$ cat src/rtl/alu_self_test_pkg.sv
// Shared constants and types for the ALU built-in self test.
package alu_self_test_pkg;

  localparam logic [1:0] MODE_A   = 2'd0;
  localparam logic [1:0] MODE_B   = 2'd1;
  localparam logic [1:0] MODE_ADD = 2'd2;
  localparam logic [1:0] MODE_SUB = 2'd3;

  localparam int ERR_W = 13;

  typedef enum logic [1:0] {
    ST_IDLE  = 2'd0,
    ST_APPLY = 2'd1,
    ST_CHECK = 2'd2,
    ST_DONE  = 2'd3
  } state_t;

endpackage

$ cat src/rtl/alu_golden.sv
// Combinational reference ALU: expected result and zero flag for one vector.
module alu_golden
  import alu_self_test_pkg::*;
#(
  parameter int WIDTH = 10
) (
  input  logic [WIDTH-1:0] a,
  input  logic [WIDTH-1:0] b,
  input  logic [1:0]       mode,
  output logic [WIDTH-1:0] y,
  output logic             is_zero
);

  always_comb begin
    y = '0;
    case (mode)
      MODE_A:   y = a;
      MODE_B:   y = b;
      MODE_ADD: y = a + b;
      MODE_SUB: y = a - b;
      default:  y = '0;
    endcase
    is_zero = (y == '0);
  end

endmodule

$ cat config.mk
export PLATFORM = sky130hd
export DESIGN_NAME = alu_golden
export DESIGN_NICKNAME = d
export VERILOG_FILES = /design/src/rtl/alu_self_test_pkg.sv /design/src/rtl/alu_golden.sv
export SDC_FILE = /design/constraint.sdc
export NUM_CORES = 1
export LEC_CHECK = 0
export ABC_CLOCK_PERIOD_IN_PS = 11800
export CORE_MARGIN = 2
export CORE_UTILIZATION = 51
export DETAILED_ROUTE_END_ITERATION = 16
export PLACE_DENSITY = 0.95
export RECOVER_POWER = 50
export SLEW_MARGIN = 20
export SYNTH_ARGS = -nofsm -noshare
export SYNTH_HDL_FRONTEND = slang
export SYNTH_SLANG_ARGS = --single-unit
$ cat constraint.sdc
create_clock -name vclk -period 11.8
set_input_delay 2.36 -clock vclk [all_inputs]
set_output_delay 2.36 -clock vclk [all_outputs]
set_load 0.02 [all_outputs]
# Word-level counts from Yosys, hierarchy flattened
# Index checks and enable logic that the tools add are counted.
[classes] n_addsub=2 n_eq_ne=3 reduce_logical=2 mux=1
[ops] op="$pmux 10 s4" count=1
[ops] op="$add 10x10->10" count=1
[ops] op="$logic_not 10->1" count=1
[ops] op="$sub 10x10->10" count=1
[ops] op="$eq 2x2->1 const B" count=2
[ops] op="$eq 2x1->1 const B" count=1
[ops] op="$logic_not 2->1" count=1
[totals] word_cells=8 register_bits=0 inputBits=22 output_inout_bits=11

# Depth between registers and ports, before layout
[logic_depth] ltp_word=3 mapped_depth=13 depth_no_buf=11

# Worst setup path after synthesis
# OpenSTA, ideal clock, no wires.
[synth_path] path_type="input to output" from="in mode[1]" to="out is_zero" path_buffers=2 stages=11 setup_slack_ns=3.939 arrival_ns=5.501 cell_sequence="buf_2 -> clkbuf_1 -> nand2_1 -> mux2i_1 -> fa_1 -> a21o_1 -> a211oi_2 -> o22ai_1 -> or4_1 -> or4_1 -> nor4_2"
[synth_via] elab_chain_len=3
[synth_lines] element="start: declaration" line_no="alu_golden.sv:9" text="input logic [1:0] mode,"
[synth_lines] element="$eq 2x2->1, or another cell as far along" line_no="alu_golden.sv:16" text="case (mode)"
[synth_lines] element="$pmux 10 s4 (*)" line_no="alu_golden.sv:16"
[synth_lines] element="named net y[4]" line_no="alu_golden.sv:10" text="output logic [WIDTH-1:0] y,"
[synth_lines] element="$logic_not 10->1 (*)" line_no="alu_golden.sv:23" text="is_zero = (y == '0);"
[synth_lines] element="end: declaration" line_no="alu_golden.sv:11" text="output logic is_zero"
# Mark *: on every way through the listed nets, which the timed path passes. The rest lies on a longest branch.

# Worst setup path after layout
[layout_path] from="in mode[1]" to="out is_zero"
[layout_via] elab_chain_len=3
[layout_lines] element="$eq 2x2->1, or another cell as far along" line_no="alu_golden.sv:16"
[layout_lines] element="$pmux 10 s4 (*)" line_no="alu_golden.sv:16"
[layout_lines] element="$logic_not 10->1 (*)" line_no="alu_golden.sv:23"
# Mark *: on every way between the ends. The rest lies on a longest branch, timed or not.

==> results.py <==
metrics = {
    "outcome": {
        "status": "finished clean",
    },
    "final_layout": {
        "syn_to_final_growth_pct": 37.9,
        "final.clkbuf_count": 0,
        "drive_gt1_frac": 0.0270,
        "utilization": 0.774,
        "final-seq-area_um2": 0,
        "fillers": 120,
        "n_antenna_cell": 0,
        "multiInputGateArea_um2": 820,
        "design.seq.count": 0,
        "nets": 183,
    },
    "timing": {
        "fin_setup_tns_ns": 0,
        "fin_ws_ns": 2.76,
        "fin_crit_sh": 0.766,
        "setup_viol": 0,
        "tightest_slew_ns": 0.644,
        "rsz0062_at_grt": "no",
        "finalHoldViolCount": 0,
        "period_needed_ns": 9.04,
        "hold_slack_ns": 5.90,
        "slew_headroom": 0.567,
        "fmax_mhz": 111,
        "slew_violations": 0,
    },
    "drt": {
        "top_layer": "met4",
        "routed_wl_mm": 2.79,
        "drt_iter0_markers": 23,
        "route.detailed.drc": 0,
        "m1WireLength_mm": 1.17,
        "viasPerCell": 6.57,
        "met3_length_um": 199,
        "num_vias": 1077,
        "antenna_left": 0,
        "wl_per_cell_um": 17.0,
        "met2_length_mm": 1.32,
        "dr.pass1.iters": 4,
    },
    "synth": {
        "synth_area_um2": 865,
        "ys_types": 42,
        "avgSynthCellArea_um2": 7.20,
        "synth-seq-area-share": 0,
        "synth_nets": 153,
        "syn_inst": 120,
        "yosysWarnings": 0,
    },
    "floorplanning": {
        "die_area_mm2": 0.00204,
        "dieWidth_um": 45.2,
        "rows": 14,
        "dieHeight_um": 45.2,
        "io_pins": 33,
        "core_mm2": 0.00154,
        "start_util": 0.561,
    },
    "placed_design": {
        "dp_hpwl_mm": 2.27,
        "gp_congestion": 0.967,
        "io_buffers": 33,
        "dpl_worst_slack_ns": 2.96,
    },
    "pwr": {
        "p_comb_frac": 1.000,
        "pwr_density_cell_mw_per_mm2": 69.6,
        "p_int_uw": 37.7,
        "power_switching_uw": 45.3,
        "power_frac_clock": 0,
        "p_seq_frac": 0,
        "p_sw_frac": 0.546,
        "peakVddDrop_v": 0.0000547,
        "p_leak_uw": 0.000479,
    },
    "worst_setup_path": {
        "critPathSlowestCell": "dlygate4sd3_1",
        "critPathMaxStageDelay_ns": 0.95,
        "required_ns": 9.44,
        "cp-end-kind": "output port",
        "worst_setup_path_start_kind": "input pin",
        "worstPathCellList": "dlygate4sd3_1 > and2_0 > nor2_1 > xnor2_1 > ha_1 > a211oi_2 > o21ai_1 > a2111oi_0 > a221oi_1 > or4_1 > nor4_2 > clkdlybuf4s50_1",
        "crit_type": "input pin to output port",
        "arrival_ns": 6.68,
        "path_max_fanout": 20,
        "critPathLaunch": "mode[1]",
    },
    "grt": {
        "gr-total-overflow": 0,
        "grt_usage": 0.303,
        "grt_pass1_vias": 1095,
        "grt_pass1_wl_mm": 4.69,
        "antenna_found_initial": 0,
        "grt_max_degree": 21,
    },
    "run": {
        "drv_cap": 0,
    },
    "worst_hold_path": {
        "hp-class": "input pin to output port",
        "hold_path_depth": 5,
        "min-delay-start": "a[0]",
        "worstHoldEndpoint": "y[0]",
    },
    "cts": {
        "post_cts_resize_count": 0,
        "hold_buffers": 0,
        "post_cts_buffers": 0,
    },
}
[cell families (layout without fill, tap and decap cells)]
| group | after synthesis | in the layout | share of synthesized area |
|---|---|---|---|
| AO/OA/AOI/OAI | 44 | 44 | 0.359 |
| AND/OR/NAND/NOR | 35 | 35 | 0.214 |
| adder cells (fa/ha/maj) | 11 | 11 | 0.168 |
| XOR/XNOR | 11 | 11 | 0.111 |
| buffers and inverters | 11 | 39 | 0.0521 |
| multiplexers | 8 | 8 | 0.0955 |
[worst max path at each step]
stage / endpoint / slack, ns / depth (start not counted)
floorplan: is_zero / 3.94 / 11
global placement: is_zero / 3.10 / 11
detailed placement: is_zero / 2.96 / 11
CTS: is_zero / 2.93 / 11
global route: is_zero / 2.49 / 12
finish: is_zero / 2.76 / 12
[cell usage after synthesis, types with 4 or more instances]
cell	instances	area, um2
ha_1	10	125
nand2_1	9	33.8
a21oi_1	7	35.0
inv_1	6	22.5
mux2i_1	6	60.1
o21ai_0	6	30.0
xnor2_1	6	52.6
nor2_1	5	18.8
nor3_1	5	25.0
xor2_1	5	43.8
o21a_1	4	30.0
[through the flow]
stage	instances	power [uW]	area (um2)
floorplan	120	51.4	865
finish	164	83.0	1190
detailed placement	164	81.7	1190
global route	164	90.3	1190
CTS	164	82.5	1190
global placement	164	79.2	1190
[placed cells by master, fill, tap and decap left out, types with 3 or more instances in the layout]
cell              n
clkdlybuf4s50_1  29
o31ai_1           3
nor2_1            5
nand2_1           9
xor2_1            5
xnor2_1           6
o21ai_0           6
nor3_1            5
inv_1             6
dlygate4sd3_1     4
a211oi_1          3
o21a_1            4
nor2b_1           3
mux2i_1           6
a21oi_1           7
ha_1             10
a21o_1            3
[power groups by stage]
stage | Sequential (uW) | Combinational (uW) | Clock [uW]
2_1_floorplan | 0 | 51.4 | 0
3_3_place_gp | 0 | 79.2 | 0
3_5_place_dp | 0 | 81.7 | 0
4_1_cts | 0 | 82.5 | 0
5_1_grt | 0 | 90.3 | 0
6_report | 0 | 83.0 | 0
[metal layers]
| metal | vias up | track usage |
|---|---|---|
| li1 | 518 | - |
| met1 | 485 | 0.364 |
| met2 | 62 | 0.543 |
| met3 | 12 | 0.0320 |
| met4 | 0 | 0.124 |
| met5 | - | 0 |
[layout make-up]
type	count	area share
Tap cell	16	0.0168
Multi-Input combinational cell	109	0.687
Inverter	6	0.0189
Timing Repair Buffer	33	0.277
[worst max-delay path, delay by kind of cell]
family	cells	cell delay [ns]
XOR/XNOR	1	0.15
buffers and inverters	2	1.58
adder cells (fa/ha/maj)	1	0.38
AND/OR/NAND/NOR	4	1.16
AO/OA/AOI/OAI	4	1.03
No activity file was read; power rests on OpenSTA's default activity.
